===== src/rtl/fp_pkg.sv =====
// Shared constants, types and classification helper for the float-to-int
// conversion path.
package fp_pkg;

  localparam int          FRAC_W      = 23;
  localparam int          MAN_W       = 24;
  localparam int          BIAS        = 127;
  localparam int          EXP_MAX_INT = 158;
  localparam logic [31:0] INT_MIN     = 32'h8000_0000;
  localparam logic [31:0] NEG_2_31    = 32'hCF00_0000;

  // Conversion class decided once in S1 and carried down the pipe.
  typedef enum logic [2:0] {
    ZERO,
    SMALL,
    NORMAL,
    INVALID,
    EXACT_MIN
  } f2i_class_e;

  // S1 -> S2 payload.
  typedef struct packed {
    logic              sign;
    f2i_class_e        cls;
    logic [MAN_W-1:0]  m;
    logic [4:0]        sh;
  } s1_t;

  // S2 -> S3 payload.
  typedef struct packed {
    logic        sign;
    f2i_class_e  cls;
    logic [31:0] mag;
    logic        lost;
  } s2_t;

  // Final registered result.
  typedef struct packed {
    logic [31:0] d;
    logic        p_lost;
    logic        invalid;
  } res_t;

  // Order matters: exactly -2^31 shares the out-of-range exponent, so it is
  // recognised before the generic invalid test.
  function automatic f2i_class_e classify(input logic [31:0] f);
    logic [7:0] e;
    e = f[30:23];
    if (f[30:0] == 31'd0)                 return ZERO;
    else if (e < 8'(BIAS))                return SMALL;
    else if (f == NEG_2_31)               return EXACT_MIN;
    else if (e >= 8'(EXP_MAX_INT))        return INVALID;
    else                                  return NORMAL;
  endfunction

endpackage


===== src/rtl/f2i_shift.sv =====
// Combinational bidirectional barrel shifter: places the 24-bit mantissa so
// that its binary point lands at bit 0, and reports whether any discarded
// fraction bit was set.
module f2i_shift
  import fp_pkg::*;
(
  input  logic [MAN_W-1:0] m_i,
  input  logic [4:0]       sh_i,     // unbiased exponent, 0..30
  output logic [31:0]      mag_o,
  output logic             sticky_o
);

  logic [31:0]      ext;
  logic [4:0]       amt;
  logic [MAN_W-1:0] mask;

  // Left shift for large exponents, right shift with sticky otherwise.
  always_comb begin
    // NOTE: every output of a combinational block gets a default first so no
    // path through the if/else can leave a value held, which would infer a latch.
    ext      = {8'd0, m_i};
    amt      = '0;
    mask     = '0;
    mag_o    = '0;
    sticky_o = 1'b0;
    if (sh_i >= 5'(FRAC_W)) begin
      amt   = sh_i - 5'(FRAC_W);
      mag_o = ext << amt;
    end else begin
      amt      = 5'(FRAC_W) - sh_i;
      mag_o    = ext >> amt;
      mask     = (24'h1 << amt) - 24'h1;
      sticky_o = |(m_i & mask);
    end
  end

endmodule


===== src/rtl/float_to_int_pipe.sv =====
// Three-stage IEEE-754 single to int32 converter with truncation toward zero.
// S1 classifies, S2 aligns the mantissa, S3 negates and selects the result.
// A single advance enable freezes the whole pipe under output backpressure.
module float_to_int_pipe
  import fp_pkg::*;
(
  input  logic        clk,
  input  logic        clrn,
  input  logic        in_valid,
  output logic        in_ready,
  input  logic [31:0] a,
  output logic        out_valid,
  input  logic        out_ready,
  output logic [31:0] d,
  output logic        p_lost,
  output logic        invalid
);

  logic en;

  logic  s1_v_q, s2_v_q, s3_v_q;
  s1_t   s1_d, s1_q;
  s2_t   s2_d, s2_q;
  res_t  res_d, res_q;

  logic [7:0]  unb_exp;
  logic [31:0] shf_mag;
  logic        shf_sticky;

  // The pipe moves whenever the output slot is empty or being drained.
  assign en       = ~out_valid | out_ready;
  assign in_ready = en;

  // ---------------- S1: classify ----------------
  assign unb_exp = a[30:23] - 8'(BIAS);

  // Build the S1 payload; mantissa and shift only matter for NORMAL inputs.
  always_comb begin
    s1_d      = '0;
    s1_d.sign = a[31];
    s1_d.cls  = classify(a);
    if (s1_d.cls == NORMAL) begin
      s1_d.m  = {1'b1, a[FRAC_W-1:0]};
      s1_d.sh = unb_exp[4:0];
    end
  end

  // S1 register stage.
  always_ff @(posedge clk) begin
    // NOTE: state registers use non-blocking assignments so every stage samples
    // the previous stage's old value on the same edge.
    // NOTE: the datapath registers are reset as well, not only the valid bits,
    // so bubbles flowing to the output never carry X after reset.
    if (!clrn) begin
      s1_v_q <= 1'b0;
      s1_q   <= '0;
    end else if (en) begin
      s1_v_q <= in_valid;
      s1_q   <= s1_d;
    end
  end

  // ---------------- S2: align ----------------
  f2i_shift u_shift (
    .m_i      (s1_q.m),
    .sh_i     (s1_q.sh),
    .mag_o    (shf_mag),
    .sticky_o (shf_sticky)
  );

  // Forward sign/class and capture the aligned magnitude.
  always_comb begin
    s2_d      = '0;
    s2_d.sign = s1_q.sign;
    s2_d.cls  = s1_q.cls;
    if (s1_q.cls == NORMAL) begin
      s2_d.mag  = shf_mag;
      s2_d.lost = shf_sticky;
    end
  end

  // S2 register stage.
  always_ff @(posedge clk) begin
    if (!clrn) begin
      s2_v_q <= 1'b0;
      s2_q   <= '0;
    end else if (en) begin
      s2_v_q <= s1_v_q;
      s2_q   <= s2_d;
    end
  end

  // ---------------- S3: negate and select ----------------
  // Magnitude is below 2^31 for NORMAL, so two's-complement negation is exact.
  always_comb begin
    res_d = '0;
    case (s2_q.cls)
      ZERO:      res_d = '0;
      SMALL:     res_d.p_lost = 1'b1;
      EXACT_MIN: res_d.d = INT_MIN;
      INVALID: begin
        res_d.d       = INT_MIN;
        res_d.invalid = 1'b1;
      end
      NORMAL: begin
        res_d.d      = s2_q.sign ? (~s2_q.mag + 32'd1) : s2_q.mag;
        res_d.p_lost = s2_q.lost;
      end
      default:   res_d = '0;
    endcase
  end

  // S3 register stage, which is also the output register.
  always_ff @(posedge clk) begin
    if (!clrn) begin
      s3_v_q <= 1'b0;
      res_q  <= '0;
    end else if (en) begin
      s3_v_q <= s2_v_q;
      res_q  <= res_d;
    end
  end

  assign out_valid = s3_v_q;
  assign d         = res_q.d;
  assign p_lost    = res_q.p_lost;
  assign invalid   = res_q.invalid;

endmodule


===== config.mk =====
export PLATFORM = sky130hd
export DESIGN_NAME = float_to_int_pipe
export DESIGN_NICKNAME = d
export VERILOG_FILES = /design/src/rtl/fp_pkg.sv /design/src/rtl/f2i_shift.sv /design/src/rtl/float_to_int_pipe.sv
export SDC_FILE = /design/constraint.sdc
export NUM_CORES = 1
export LEC_CHECK = 0
export ABC_AREA = 1
export CORE_MARGIN = 2
export CORE_UTILIZATION = 54
export DETAILED_ROUTE_END_ITERATION = 6
export PLACE_DENSITY_LB_ADDON = 0.3
export SKIP_CTS_REPAIR_TIMING = 1
export SLEW_MARGIN = 20
export SYNTH_ARGS = -nofsm -noshare
export SYNTH_HDL_FRONTEND = slang
export SYNTH_SLANG_ARGS = --single-unit

===== constraint.sdc =====
create_clock -name clk -period 2.7 [get_ports clk]
set_input_delay 0.54 -clock clk [delete_from_list [all_inputs] [get_ports clk]]
set_output_delay 0.54 -clock clk [all_outputs]
set_load 0.05 [all_outputs]

# Yosys cells after proc, flatten, opt, wreduce, memory -nomap -nowiden
# Index checks and enable logic that the tools add are counted.
dict set report word_totals {
  register_bits 107
  inputBits 36
  output_inout_bits 36
  elab_cells 51
}
dict set report classes {
  add_sub_neg 5
  magnitude_cmp 3
  n_eq_ne 7
  shift 3
  muxes 12
  bitwise_logic 4
  n_reduce_logical 3
}
# op n
set op_table {}
lappend op_table {{2-to-1 mux 32 bit} 2}
lappend op_table {{one-hot mux 32 bit (2 select lines)} 1}
lappend op_table {{2-to-1 mux 33 bit} 1}
lappend op_table {{adder 32 x 1 -> 32 bit (second input constant)} 1}
lappend op_table {{equality test 32 bit (second input constant)} 1}
lappend op_table {{NOT 32 bit} 1}
lappend op_table {{left shift 24 x 5 -> 32 bit} 1}
lappend op_table {{>> shifter 24 x 5 -> 32 bit} 1}
lappend op_table {{logical NOT 31 bit} 1}
lappend op_table {{2-to-1 mux 29 bit} 1}
lappend op_table {{AND 24 bit} 1}
lappend op_table {{OR reduction 24 bit} 1}
lappend op_table {{left shift 1 x 5 -> 24 bit (first input constant)} 1}
lappend op_table {{subtractor 24 x 1 -> 24 bit (second input constant)} 1}
lappend op_table {{equality test 3 x 2 -> 1 bit (second input constant)} 4}
lappend op_table {{subtractor 5 bit (second input constant)} 2}
lappend op_table {{2-to-1 mux 3 bit} 3}
lappend op_table {{greater-or-equal comparator 8 bit (second input constant)} 1}
lappend op_table {{< comparator 8 x 7 -> 1 bit (second input constant)} 1}
lappend op_table {{greater-or-equal comparator 5 bit (second input constant)} 1}
lappend op_table {{subtractor 5 bit (first input constant)} 1}
lappend op_table {{equality test 3 x 1 -> 1 bit (second input constant)} 1}
lappend op_table {{equality test 3 bit (second input constant)} 1}
lappend op_table {{2-to-1 mux 1 bit} 3}
lappend op_table {{other kinds (4)} 4}

# Logic depth before layout (Yosys ltp)
dict set report depth {
  ltp_word 7
  depth_mapped 21
  depth_no_buf 17
}

# Hierarchy
# A second synthesis with hierarchy kept.
dict set report unflattened {
  hier_cells 1462
  area_unflattened_um2 8593.2
}
# mod instances cells_per_inst area_per_inst_um2 seq_area_each_um2
set by_module_without_submodules {}
lappend by_module_without_submodules {float_to_int_pipe 1 726 5081.1 2142.1}
lappend by_module_without_submodules {f2i_shift 1 736 3512.1 0.0}

# Least setup slack after synthesis
# OpenSTA, ideal clock, no wires.
dict set report synth_path {
  path_kind {reg-to-reg}
  start {register s1_q[3] (netlist bit)}
  end {register s2_q[0] (netlist bit)}
  setup_ns 0.132
  t_arrival_ns 2.431
  setup_slack_ns 0.137
  stages_incl_launch_ff 20
  path_buffers 3
  cell_sequence {dfxtp_1 buf_6 inv_6 ha_1 buf_6 inv_2 buf_6 nand3_1 ha_1 nand2_1 nor2_2 nand2_2 nor2_4 nand3_1 nand3_1 nand2_1 nor2_1 nand2_1 o21bai_1 a21oi_1}
}
dict set report synth_between {
  elab_chain_cells 7
}
# item line_no
set synth_rtl {}
lappend synth_rtl {{start: declaration} float_to_int_pipe.sv:22} ;# s1_t s1_d, s1_q;
lappend synth_rtl {{start signal: assignment} float_to_int_pipe.sv:56} ;# s1_q <= '0;
lappend synth_rtl {{start signal: assignment} float_to_int_pipe.sv:59} ;# s1_q <= s1_d;
lappend synth_rtl {{subtractor 5 bit} f2i_shift.sv:30} ;# amt = 5'(FRAC_W) - sh_i;
lappend synth_rtl {{left shift 1 x 5 -> 24 bit} f2i_shift.sv:32} ;# mask = (24'h1 << amt) - 24'h1;
lappend synth_rtl {{subtractor 24 x 1 -> 24 bit} f2i_shift.sv:32}
lappend synth_rtl {{AND 24 bit} f2i_shift.sv:33} ;# sticky_o = |(m_i & mask);
lappend synth_rtl {{OR reduction 24 bit} f2i_shift.sv:33}
lappend synth_rtl {{2-to-1 mux 1 bit (*)} f2i_shift.sv:26} ;# if (sh_i >= 5'(FRAC_W)) begin
lappend synth_rtl {{2-to-1 mux 33 bit (*)} float_to_int_pipe.sv:76} ;# if (s1_q.cls == NORMAL) begin
lappend synth_rtl {{end signal: assignment} float_to_int_pipe.sv:86} ;# s2_q <= '0;
lappend synth_rtl {{end signal: assignment} float_to_int_pipe.sv:89} ;# s2_q <= s2_d;
lappend synth_rtl {{end: declaration} float_to_int_pipe.sv:23} ;# s2_t s2_d, s2_q;
# Every way passes the cells marked *; elsewhere a longest branch is shown, timed or not.
# A chain may end at the register's enable or synchronous reset.

# Final worst setup path
dict set report layout_path {
  start {register s1_q[4] (netlist bit)}
  end {register s2_q[0] (netlist bit)}
}
# The elaborated chain is that of the path after synthesis.

==> flow_summary.ini <==
[outcome]
status = finished, final reports clean

[timing]
hold_violations = 0
setup_ws_ps = 133
whs_ps = 466
maxSlewViolCount = 0
setup_violations = 0
grt_setup_unrepaired = false
final.min_clock_period_ps = 2570
worst_slew_pin_slew_ps = 598
clock-skew-final_ps = 9.67
fin_crit_sh_pct = 95.1
slew-limit-headroom_pct = 59.8
fmax_ghz = 0.390
setup-tns-final_ps = 0

[setup_path]
cp-end-kind = flop
crit_required_ps = 2930
critical_path_class = flop to flop
cp.arrival_ps = 2800
crit_fanout = 9
start_kind = flop

[yosys]
syn_inst = 1417
synth_cell_types = 57
ys_seq_area_share_pct = 25.6
syn_area_sq_um = 8370
async_flop_share_pct = 0
ys_ff_latch = 107
synth_edf_count = 0
synth_ff_type = dfxtp_1
yosysWarnings = 0
synth_nets = 1465
syn_avg_cell_area_sq_um = 5.91

[grt]
grt_pass1_vias = 8488
grt_first_pass_wirelength_um = 44100
grt_overflow = 0
grt_max_degree = 77
antenna_found_initial = 0
grt_usage_pct = 33.7

[placement]
place_congestion = 1.03
numPortBuffers = 71
place_area_sq_um = 9310
dp.cells = 1643
pre_cts_ws_ps = 98.2
post-dp-hpwl_um = 21400

[cts]
clkSinkCount = 107
cts_tree = built
numCtsBuffers = 9
cts.clk_slew.worst_paths_ps = 80
cts_buffer_depth = 2
clock_latency_ps = 360
htreeDepth = 3
cts_root_buffer = clkbuf_16

[routing]
highest_layer = met4
vias_per_cell = 5.80
wl_met3_um = 3080
wirelength_um = 27500
wl_met1_um = 12200
drt_iter0_drc = 1375
first_pass_iters = 7
detail_route.wl_per_cell_um = 16.6
drc = 0
ant_nets = 0
num_vias = 9624
wl_met2_um = 11700

[floorplanning]
rows = 45
initial_core_util_pct = 55.1
fp.dieArea_sq_um = 16500
die_w_um = 129
die_h_um = 129
core_area_sq_um = 15200
io_pins = 72

[pwr]
leakagePower_uw = 0.00412
ir_drop_mv = 0.407
powerDensity_nw_per_um2 = 400

[cells_and_area]
fin_cells = 1659
antennaDiodeCount = 0
design_area_sq_um = 9640
syn_to_final_growth_pct = 15.2
fin_nets = 1514
drive_above_1_share_pct = 8.84

[hold_path]
hold_class = flop to flop

[job]
max-cap-violations = 0
[cells in the mapped netlist (2+ instances only)]
master      n  share of area (%)
a21boi_0    9               0.81
nor2_4      6               0.81
nor3_2      3               0.36
nor3_1     14               0.84
nor2_1    113                5.1
buf_6       4               0.54
nand4_1    12               0.90
ha_1       12                1.8
a21oi_1   140                8.4
nand2_2    11               0.82
o21a_1      4               0.36
o21ai_0   113                6.8
nand2_1   449                 20
o31ai_1     2               0.18
o21ai_1    26                1.6
o211ai_1   14                1.3
nand3_1   106                6.3
o221ai_1    3               0.31
clkinv_1    3               0.13
dfxtp_1   107                 26
a31oi_1     6               0.45
o22ai_1     3               0.22
inv_2      16               0.72
nand3b_1    5               0.45
buf_4       8               0.72
xor2_1      7               0.73
nor2_2      9               0.67
inv_1      99                4.4
o21bai_1    4               0.36
nand3_2     3               0.36
mux2i_1     7               0.84
buf_1       4               0.18
xnor2_1     5               0.52
nor4_1      2               0.15
or2_2       4               0.30
clkbuf_1   45                2.0
a32oi_1     6               0.63
buf_2      14               0.84
[path summary, 6_finish.rpt]
check / slack, ps / cells after the start / startpoint / end
setup reg to reg: 130 / 15 / s1_q[4]$_SDFFE_PN0P_ / s2_q[0]$_SDFFE_PN0P_
setup / recovery: 130 / 15 / s1_q[4]$_SDFFE_PN0P_ / s2_q[0]$_SDFFE_PN0P_
hold reg to reg: 470 / 2 / d[15]$_SDFFE_PN0P_ / d[15]$_SDFFE_PN0P_
hold / removal: 470 / 2 / d[15]$_SDFFE_PN0P_ / d[15]$_SDFFE_PN0P_
[layout by cell type, fill, tap and decap left out, types with 4 or more instances in the layout]
cell | synthesis | layout
nand2_1 | 449 | 448
a21oi_1 | 140 | 140
nor2_1 | 113 | 110
o21ai_0 | 113 | 109
nand3_1 | 106 | 106
dfxtp_1 | 107 | 105
inv_1 | 99 | 98
clkdlybuf4s50_1 | 0 | 70
buf_4 | 8 | 41
o21ai_1 | 26 | 30
inv_2 | 16 | 16
nor3_1 | 14 | 14
o211ai_1 | 14 | 14
nand2_2 | 11 | 12
nand4_1 | 12 | 12
ha_1 | 12 | 11
nor2_4 | 6 | 9
a21boi_0 | 9 | 9
nor2_2 | 9 | 9
clkbuf_16 | 0 | 9
mux2i_1 | 7 | 7
xor2_1 | 7 | 7
a32oi_1 | 6 | 6
a31oi_1 | 6 | 5
xnor2_1 | 5 | 5
nand3b_1 | 5 | 5
o21a_1 | 4 | 4
or2_2 | 4 | 4
o21bai_1 | 4 | 4
[power breakdown]
group | total (uW) | switching, uW | internal (uW)
logic | 829 | 550 | 279
registers | 1660 | 48.7 | 1610
clock network | 1370 | 705 | 664
[worst max-delay path: stages (launching register included)]
cell and delay [ps]:
dfxtp_1 380, ha_2 440, nor2_4 70, buf_4 180, nand2_1 160, nand2_1 110
nor2_2 180, nand2_1 120, nor2_1 190, nand3_1 100, nand3_1 90, nand2_1 60
nor2_1 80, nand2_1 50, o21bai_1 140, a21oi_1 80
[stage by stage]
stage,total power (uW),utilization [%]
global placement,2490,61.2
finish,3850,63.4
floorplan,2210,-
detailed placement,2490,61.2
global route,4020,63.4
CTS,3830,63.2
[cell type report]
cell class,count,area (sq um)
clock buffers,9,225
clock inverters,7,73.8
fillers,1518,5560
inverters,119,455
multi-input cells,1116,5460
flip-flops and latches,107,2140
well taps,188,235
repair buffers,113,1050
[flip-flops by register name, summed over array words and instances, names as in the netlist]
register / cells
d: 32
invalid: 1
out_valid: 1
p_lost: 1
s1_q: 33
s1_v_q: 1
s2_q: 37
s2_v_q: 1
[kinds of logic (layout without fill, tap and decap cells)]
kind of cell               count (synthesis)  count (layout)  synth area share [%]
and+or+nand+nor                          742             742                  37.8
xor gates and xnor gates                  14              14                  1.78
buffers and inverters                    194             248                  9.69
DFF                                      107             107                  25.6
muxes                                      7               7                 0.837
AOI/OAI and AO/OA                        341             341                  22.5
adders and majority gates                 12              12                  1.79
[layer usage]
metal / global-route usage, % / up-vias
met2: 50.4 / 487
met5: 0 / -
met1: 48.5 / 4321
met4: 7.10 / 0
met3: 9.48 / 45
li1: - / 4771
No activity file was read; power rests on OpenSTA's default activity.
